==> config.mk <==
export PLATFORM = sky130hd
export DESIGN_NAME = corr_peak_detector_flat
export DESIGN_NICKNAME = d
export VERILOG_FILES = /design/src/rtl/corr_pkg.sv /design/src/rtl/corr_peak_detector_if.sv /design/src/rtl/corr_abs_sat.sv /design/src/rtl/corr_peak_detector.sv /design/src/flat_wrapper.sv
export SDC_FILE = /design/constraint.sdc
export NUM_CORES = 1
export LEC_CHECK = 0
export CORE_MARGIN = 2
export CORE_UTILIZATION = 35
export DETAILED_ROUTE_END_ITERATION = 6
export PLACE_DENSITY = 0.53
export SETUP_SLACK_MARGIN = 0.1
export SLEW_MARGIN = 20
export SYNTH_ARGS = -nofsm -noshare
export SYNTH_HDL_FRONTEND = slang
export SYNTH_SLANG_ARGS = --single-unit
==> constraint.sdc <==
create_clock -name ap_clk -period 9.4 [get_ports ap_clk]
set_input_delay 1.41 -clock ap_clk [delete_from_list [all_inputs] [get_ports ap_clk]]
set_output_delay 1.41 -clock ap_clk [all_outputs]
set_load 0.02 [all_outputs]
==> src/rtl/corr_pkg.sv <==
`default_nettype none
// ============================================================================
//  Module      : corr_pkg
//  Description : Shared definitions for the correlation peak-detector path:
//                FSM state encodings and settings-register addresses.
//  Revision    : 1.0 - initial release
// ============================================================================
package corr_pkg;

    // Peak detector FSM states, explicit 3-bit encoding
    typedef enum logic [2:0] {
        S_SEARCH   = 3'd0,
        S_TRACK    = 3'd1,
        S_EMIT_IDX = 3'd2,
        S_EMIT_VAL = 3'd3,
        S_HOLDOFF  = 3'd4
    } peak_state_t;

    // Settings-register addresses for the peak detector configuration
    localparam int unsigned SR_PEAK_THRESH   = 135;
    localparam int unsigned SR_PEAK_WIN_HOLD = 136;
    localparam int unsigned SR_PEAK_CTRL     = 137;

endpackage : corr_pkg
`default_nettype wire

==> src/rtl/corr_peak_detector_if.sv <==
`default_nettype none
// ============================================================================
//  Module      : corr_peak_detector_if
//  Description : AXI4-Stream style bundle (TDATA/TVALID/TREADY/TLAST) used
//                for both the correlation input and the result output.
//  Revision    : 1.0 - initial release
// ============================================================================
interface corr_peak_detector_if #(
    parameter int DATA_W = 32
) ();

    logic [DATA_W-1:0] TDATA;
    logic              TVALID;
    logic              TREADY;
    logic              TLAST;

    modport master (
        output TDATA,
        output TVALID,
        output TLAST,
        input  TREADY
    );

    modport slave (
        input  TDATA,
        input  TVALID,
        input  TLAST,
        output TREADY
    );

endinterface : corr_peak_detector_if
`default_nettype wire

==> src/rtl/corr_abs_sat.sv <==
`default_nettype none
// ============================================================================
//  Module      : corr_abs_sat
//  Description : Combinational saturating absolute value of a signed sample.
//                The most negative input maps to the largest positive value,
//                so the result always fits in DATA_W-1 bits.
//  Revision    : 1.0 - initial release
// ============================================================================
module corr_abs_sat #(
    parameter int DATA_W = 32
) (
    input  wire logic [DATA_W-1:0] data,
    output logic      [DATA_W-2:0] mag
);

    logic w_neg;
    logic w_is_min;

    // Two's-complement negate on the low bits; the full-scale negative case saturates
    always_comb begin
        w_neg    = data[DATA_W-1];
        w_is_min = w_neg && (data[DATA_W-2:0] == '0);
        if (w_is_min) begin
            mag = '1;
        end else if (w_neg) begin
            mag = ~data[DATA_W-2:0] + (DATA_W-1)'(1);
        end else begin
            mag = data[DATA_W-2:0];
        end
    end

endmodule : corr_abs_sat
`default_nettype wire

==> src/rtl/corr_peak_detector.sv <==
`default_nettype none
// ============================================================================
//  Module      : corr_peak_detector
//  Description : Finds peaks in the signed correlation stream. A sample whose
//                magnitude exceeds the threshold opens a tracking window; the
//                largest magnitude in the window (earliest on ties) is emitted
//                as a two-word packet {index, magnitude}, followed by an
//                optional holdoff that discards sidelobe samples.
//  Revision    : 1.0 - initial release
// ============================================================================
module corr_peak_detector
    import corr_pkg::*;
#(
    parameter int DATA_W = 32,
    parameter int CNT_W  = 32,
    parameter int WIN_W  = 10,
    parameter int HOLD_W = 16
) (
    input  wire logic                ap_clk,
    input  wire logic                ap_rst_n,
    input  wire logic                clear,
    input  wire logic                enable,
    input  wire logic [DATA_W-2:0]   threshold,
    input  wire logic [WIN_W-1:0]    win_len,
    input  wire logic [HOLD_W-1:0]   holdoff_len,
    corr_peak_detector_if.slave      i_data,
    corr_peak_detector_if.master     o_data,
    output logic      [15:0]         peak_count
);

    peak_state_t        r_state;
    logic [CNT_W-1:0]   r_index;
    logic [DATA_W-2:0]  r_best;
    logic [CNT_W-1:0]   r_best_idx;
    logic [WIN_W-1:0]   r_cnt;
    logic [HOLD_W-1:0]  r_hcnt;
    logic               r_tready;
    logic               r_o_valid;
    logic [DATA_W-1:0]  r_o_data;
    logic               r_o_last;
    logic [15:0]        r_peak_count;

    logic [DATA_W-2:0]  w_mag;
    logic               w_accept;
    logic               w_trigger;
    logic               w_short_win;
    logic [WIN_W-1:0]   w_eff_win;
    logic [WIN_W:0]     w_cnt_next;
    logic               w_win_done;
    logic [HOLD_W:0]    w_hcnt_next;
    logic               w_hold_done;
    logic               w_take_new;
    logic [DATA_W-2:0]  w_upd_best;
    logic [CNT_W-1:0]   w_upd_idx;
    logic               w_unused_tlast;

    corr_abs_sat #(
        .DATA_W (DATA_W)
    ) u_abs_sat (
        .data (i_data.TDATA),
        .mag  (w_mag)
    );

    // Input TLAST carries no meaning for a continuous correlation stream
    assign w_unused_tlast = i_data.TLAST;

    assign w_accept    = i_data.TVALID && r_tready;
    assign w_trigger   = enable && (w_mag > threshold);
    assign w_short_win = (win_len <= WIN_W'(1));

    // Window compare is done on the post-increment count against live win_len
    always_comb begin
        w_eff_win   = (win_len == '0) ? WIN_W'(1) : win_len;
        w_cnt_next  = {1'b0, r_cnt} + (WIN_W+1)'(1);
        w_win_done  = (w_cnt_next >= {1'b0, w_eff_win});
        w_hcnt_next = {1'b0, r_hcnt} + (HOLD_W+1)'(1);
        w_hold_done = (w_hcnt_next >= {1'b0, holdoff_len});
        w_take_new  = (w_mag > r_best);
        w_upd_best  = w_take_new ? w_mag   : r_best;
        w_upd_idx   = w_take_new ? r_index : r_best_idx;
    end

    // Peak-search FSM with index/window/holdoff counters and registered outputs
    always_ff @(posedge ap_clk or negedge ap_rst_n) begin
        if (!ap_rst_n) begin
            r_state      <= S_SEARCH;
            r_index      <= '0;
            r_best       <= '0;
            r_best_idx   <= '0;
            r_cnt        <= '0;
            r_hcnt       <= '0;
            r_tready     <= 1'b0;
            r_o_valid    <= 1'b0;
            r_o_data     <= '0;
            r_o_last     <= 1'b0;
            r_peak_count <= '0;
        end else if (clear) begin
            // Block-level abort: any pending result is dropped on purpose
            r_state      <= S_SEARCH;
            r_index      <= '0;
            r_cnt        <= '0;
            r_hcnt       <= '0;
            r_tready     <= 1'b1;
            r_o_valid    <= 1'b0;
            r_o_data     <= '0;
            r_o_last     <= 1'b0;
            r_peak_count <= '0;
        end else begin
            if (w_accept) begin
                r_index <= r_index + CNT_W'(1);
            end

            case (r_state)
                S_SEARCH: begin
                    r_tready <= 1'b1;
                    if (w_accept && w_trigger) begin
                        r_best     <= w_mag;
                        r_best_idx <= r_index;
                        r_cnt      <= WIN_W'(1);
                        if (w_short_win) begin
                            r_state   <= S_EMIT_IDX;
                            r_tready  <= 1'b0;
                            r_o_valid <= 1'b1;
                            r_o_data  <= DATA_W'(r_index);
                            r_o_last  <= 1'b0;
                        end else begin
                            r_state <= S_TRACK;
                        end
                    end
                end

                S_TRACK: begin
                    if (w_accept) begin
                        r_cnt      <= w_cnt_next[WIN_W-1:0];
                        r_best     <= w_upd_best;
                        r_best_idx <= w_upd_idx;
                        if (w_win_done) begin
                            r_state   <= S_EMIT_IDX;
                            r_tready  <= 1'b0;
                            r_o_valid <= 1'b1;
                            r_o_data  <= DATA_W'(w_upd_idx);
                            r_o_last  <= 1'b0;
                        end
                    end
                end

                S_EMIT_IDX: begin
                    if (o_data.TREADY) begin
                        r_state  <= S_EMIT_VAL;
                        r_o_data <= DATA_W'(r_best);
                        r_o_last <= 1'b1;
                    end
                end

                S_EMIT_VAL: begin
                    if (o_data.TREADY) begin
                        r_peak_count <= r_peak_count + 16'd1;
                        r_o_valid    <= 1'b0;
                        r_o_data     <= '0;
                        r_o_last     <= 1'b0;
                        r_tready     <= 1'b1;
                        r_hcnt       <= '0;
                        if (holdoff_len != '0) begin
                            r_state <= S_HOLDOFF;
                        end else begin
                            r_state <= S_SEARCH;
                        end
                    end
                end

                S_HOLDOFF: begin
                    if (w_accept) begin
                        r_hcnt <= w_hcnt_next[HOLD_W-1:0];
                        if (w_hold_done) begin
                            r_state <= S_SEARCH;
                        end
                    end
                end

                default: begin
                    r_state   <= S_SEARCH;
                    r_tready  <= 1'b1;
                    r_o_valid <= 1'b0;
                    r_o_last  <= 1'b0;
                end
            endcase
        end
    end

    assign i_data.TREADY = r_tready;
    assign o_data.TVALID = r_o_valid;
    assign o_data.TDATA  = r_o_data;
    assign o_data.TLAST  = r_o_last;
    assign peak_count    = r_peak_count;

endmodule : corr_peak_detector
`default_nettype wire

==> src/flat_wrapper.sv <==
// flat-port wrapper written by rule: the top's interface ports become plain ports
module corr_peak_detector_flat import corr_pkg::*;
#(
    parameter int DATA_W = 32,
    parameter int CNT_W  = 32,
    parameter int WIN_W  = 10,
    parameter int HOLD_W = 16
)
  (ap_clk, ap_rst_n, clear, enable, threshold, win_len, holdoff_len, peak_count, i_data_TDATA, i_data_TVALID, i_data_TLAST, i_data_TREADY, o_data_TDATA, o_data_TVALID, o_data_TLAST, o_data_TREADY);
  corr_peak_detector_if #(.DATA_W(DATA_W)) i_data_i ();
  corr_peak_detector_if #(.DATA_W(DATA_W)) o_data_i ();
  input  wire logic ap_clk;
  input  wire logic ap_rst_n;
  input  wire logic clear;
  input  wire logic enable;
  input  wire logic [DATA_W-2:0] threshold;
  input  wire logic [WIN_W-1:0] win_len;
  input  wire logic [HOLD_W-1:0] holdoff_len;
  output logic      [15:0] peak_count;
  input wire logic [$bits(i_data_i.TDATA)-1:0] i_data_TDATA;
  input wire logic [$bits(i_data_i.TVALID)-1:0] i_data_TVALID;
  input wire logic [$bits(i_data_i.TLAST)-1:0] i_data_TLAST;
  output wire logic [$bits(i_data_i.TREADY)-1:0] i_data_TREADY;
  output wire logic [$bits(o_data_i.TDATA)-1:0] o_data_TDATA;
  output wire logic [$bits(o_data_i.TVALID)-1:0] o_data_TVALID;
  output wire logic [$bits(o_data_i.TLAST)-1:0] o_data_TLAST;
  input wire logic [$bits(o_data_i.TREADY)-1:0] o_data_TREADY;
  assign i_data_i.TDATA = i_data_TDATA;
  assign i_data_i.TVALID = i_data_TVALID;
  assign i_data_i.TLAST = i_data_TLAST;
  assign i_data_TREADY = i_data_i.TREADY;
  assign o_data_TDATA = o_data_i.TDATA;
  assign o_data_TVALID = o_data_i.TVALID;
  assign o_data_TLAST = o_data_i.TLAST;
  assign o_data_i.TREADY = o_data_TREADY;
  corr_peak_detector #(.DATA_W(DATA_W), .CNT_W(CNT_W), .WIN_W(WIN_W), .HOLD_W(HOLD_W)) u_core (.ap_clk(ap_clk), .ap_rst_n(ap_rst_n), .clear(clear), .enable(enable), .threshold(threshold), .win_len(win_len), .holdoff_len(holdoff_len), .i_data(i_data_i), .o_data(o_data_i), .peak_count(peak_count));
endmodule
==> out/results.ini <==
[floorplanning]
die_y_um = 188.2
die_x_um = 188.2
die-area_mm2 = 0.03542
start_util = 0.3550
coreArea_mm2 = 0.03345
placementRows = 67
boundaryPins = 147

[synthesis]
synth_xor_area_frac = 0.06417
synthAdderAreaFrac = 0.09800
yosysWarnings = 0
synth_edf_count = 0
syn_inst = 1240
synth_compound_area_frac = 0.1407
synthSimpleGateAreaFrac = 0.1760
yosysSeqAreaShare = 0.3688
synthMuxAreaShare = 0.08883
synth-async-reset-ratio = 1.000
synth-seq-cells = 175
yosysUniqueCellTypes = 68
syn_area_per_cell_um2 = 9.576
synth_fp_nets = 1429
synth_top_family_by_area = simple AND/OR/NAND/NOR gates
synth_area_mm2 = 0.01187
synthFlopType = dfrtp_1

[detailed_routing]
drtPass1Iterations = 5
totalWireLength_mm = 31.02
drc = 0
vias_per_cell = 5.167
drt-initial-drc-count = 451
post_drt_wl_per_cell_um = 17.11
final_antenna_net_count = 0
vias = 9368

[grt]
antenna_found_initial = 0
grt_usage = 0.1780
grt_max_degree = 100
grt_pass1_vias = 9270
overflow = 0
grt_pass1_wl_mm = 50.39

[timing]
rsz0062_at_grt = no
finalCriticalPeriod_ns = 6.991
setup_violations = 0
slew_violations = 0
fin_setup_tns_ns = 0
fmax_mhz = 143.0
fin_crit_sh = 0.7437
slew_headroom = 0.3199
worstMarginPinSlew_ns = 1.017
finClkSkew_ns = 0.009875
final-hold-violation-count = 0
fin_ws_ns = 2.409

[cts]
cts_root_buf = clkbuf_16
ctsResizeCount = 0
cts_hold_buf = 0
cts_tree = done
clk_pin_slew_worst_paths_ns = 0.07
cts_buffers = 17
clock_path_buffers = 2
htree_num_levels = 4
cts_setup_buffers = 0
worstSkewPairLatency_ns = 0.43
clock-sinks = 175

[power]
powerDensity_mw_per_mm2 = 163.9
peakVddDrop_uv = 115.8
p_leak_nw = 6.351

[layout]
layout-drive-gt1-share = 0.09158
layout.nets = 1541
antenna_cells = 0
nFillCells = 3217
syn_to_final_growth_pct = 19.65
fin_util = 0.4248
final_area_mm2 = 0.01421

[critical_path]
crit_required_ns = 9.71
start_kind = input pin
cp_cell_sequence = clkdlybuf4s50_1 -> inv_1 -> ha_1 -> or3b_1 -> nor4_2 -> nand4_1 -> or3_1 -> nand2_1 -> ha_1 -> nand4_1 -> nor4_2 -> or3b_1 -> a32oi_4 -> or2_2 -> o211a_4 -> buf_12 -> mux2_4
crit_path_max_incr_delay_ns = 0.75
critPathCaptureType = flip-flop
worstPathArrival_ns = 7.30
crit_slowest_cell = or3_1
critical_path_class = input pin to flip-flop
crit_fanout = 37

[run]
drv_cap = 0

[placement]
placed_cell_area_mm2 = 0.01361
place_hpwl_mm = 22.42
routabilityCongestion = 0.8027
io_buffer_count = 145
detailedPlace.worstSlack_ns = 1.923

[min_path]
hold_class = flip-flop to flip-flop

[outcome]
status = completed

-- stage by stage --
step                hold slack [ns]  std cells  power, mW
floorplan                    0.4633       1240      1.408
global placement             0.4698       1781      1.612
detailed placement           0.4770       1781      1.627
CTS                          0.4928       1813      2.351
global route                 0.5277       1813      2.482
finish                       0.4859       1813      2.328
-- cell type report --
cell class	instances	area [um2]	area share
multi-input combinational	903	6770	0.4765
sequential	175	4379	0.3082
timing repair buffer	154	1531	0.1078
tap	448	560.5	0.03945
clock buffer	17	425.4	0.02994
inverter	101	379.1	0.02668
clock inverter	15	161.4	0.01136
-- registers in the layout (all words and copies together) (netlist names), 3 cells and up --
| signal | flops |
|---|---|
| u_core.o_data.TDATA | 32 |
| u_core.r_state | 3 |
| u_core.r_best | 31 |
| u_core.r_hcnt | 16 |
| u_core.peak_count | 16 |
| u_core.r_index | 32 |
| u_core.r_cnt | 10 |
| u_core.r_best_idx | 32 |
-- where the power goes --
| group | internal, mW | switching (mW) |
|---|---|---|
| logic | 0.304 | 0.392 |
| clock network | 0.379 | 0.338 |
| registers | 0.833 | 0.0820 |
| total | 1.52 | 0.812 |
-- final timing paths --
| kind | startpoint | end | slack [ns] | cells past startpoint |
|---|---|---|---|---|
| min in group asynchronous | ap_rst_n | u_core.r_best[25] | 1.10 | 1 |
| hold / removal | u_core.o_data.TVALID | u_core.o_data.TVALID | 0.49 | 1 |
| setup reg to reg | u_core.r_cnt[0] | u_core.o_data.TDATA[23] | 5.65 | 13 |
| max in group asynchronous | ap_rst_n | u_core.peak_count[10] | 7.04 | 2 |
| setup / recovery | i_data_TDATA[0] | u_core.r_best_idx[25] | 2.41 | 17 |
| hold reg to reg | u_core.o_data.TVALID | u_core.o_data.TVALID | 0.49 | 1 |
-- Yosys cell counts (42+ instances only) --
cell type  count  area share
dfrtp_1      175        0.37
ha_1          93       0.098
nor2_1        90       0.028
xor2_1        54       0.040
inv_1        101       0.032
a21oi_1       43       0.018
nand2_1      121       0.038
nand4_1       60       0.032
o21ai_0       46       0.019
clkbuf_1      42       0.013
mux2_4        58       0.073
-- kinds of logic after synthesis --
logic type,after synthesis
and+or+nand+nor,417
DFF,175
adders and majority gates,93
xor gates and xnor gates,87
AOI/OAI and AO/OA,231
muxes,75
buffers and inverters,162
-- critical path: cells and delay by family --
kind,cells,cell delay [ns]
multiplexers,1,0.34
buffers and inverters,3,0.90
AO/OA/AOI/OAI,2,0.92
AND/OR/NAND/NOR,9,3.33
adder cells (fa/ha/maj),2,0.35
-- per-layer routing --
layer  global-route usage  up-vias  wire, um  share of wire
met5                    0        -         0              0
met1               0.2578     4495     15660           0.51
met4              0.03695        0       283         0.0091
met2               0.2826      153     14180           0.46
li1                     -     4701         -              -
met3              0.02570       19       890          0.029
-- placed cells by master, fill, tap and decap left out, types with 4 or more instances in the layout --
master / count
nand2b_1: 9
xor2_1: 54
o21a_1: 6
nor2_1: 89
a221o_1: 34
mux2_4: 58
a21oi_1: 43
inv_6: 6
inv_8: 4
ha_1: 93
a22o_1: 4
nor3_1: 15
mux2_1: 11
a211oi_1: 34
or2_2: 7
buf_4: 7
a21o_1: 7
dfrtp_1: 175
a211o_1: 4
nand3_1: 34
inv_1: 101
xnor2_1: 33
or4_1: 6
nor2b_1: 11
mux2i_1: 6
nor4_1: 12
nand2_1: 121
a31oi_1: 5
clkdlybuf4s50_1: 143
nand4_1: 60
clkbuf_16: 17
or3_1: 9
o21ai_1: 4
o21ai_0: 46
and3_1: 20
o31ai_1: 15
No activity file was read; power rests on OpenSTA's default activity.
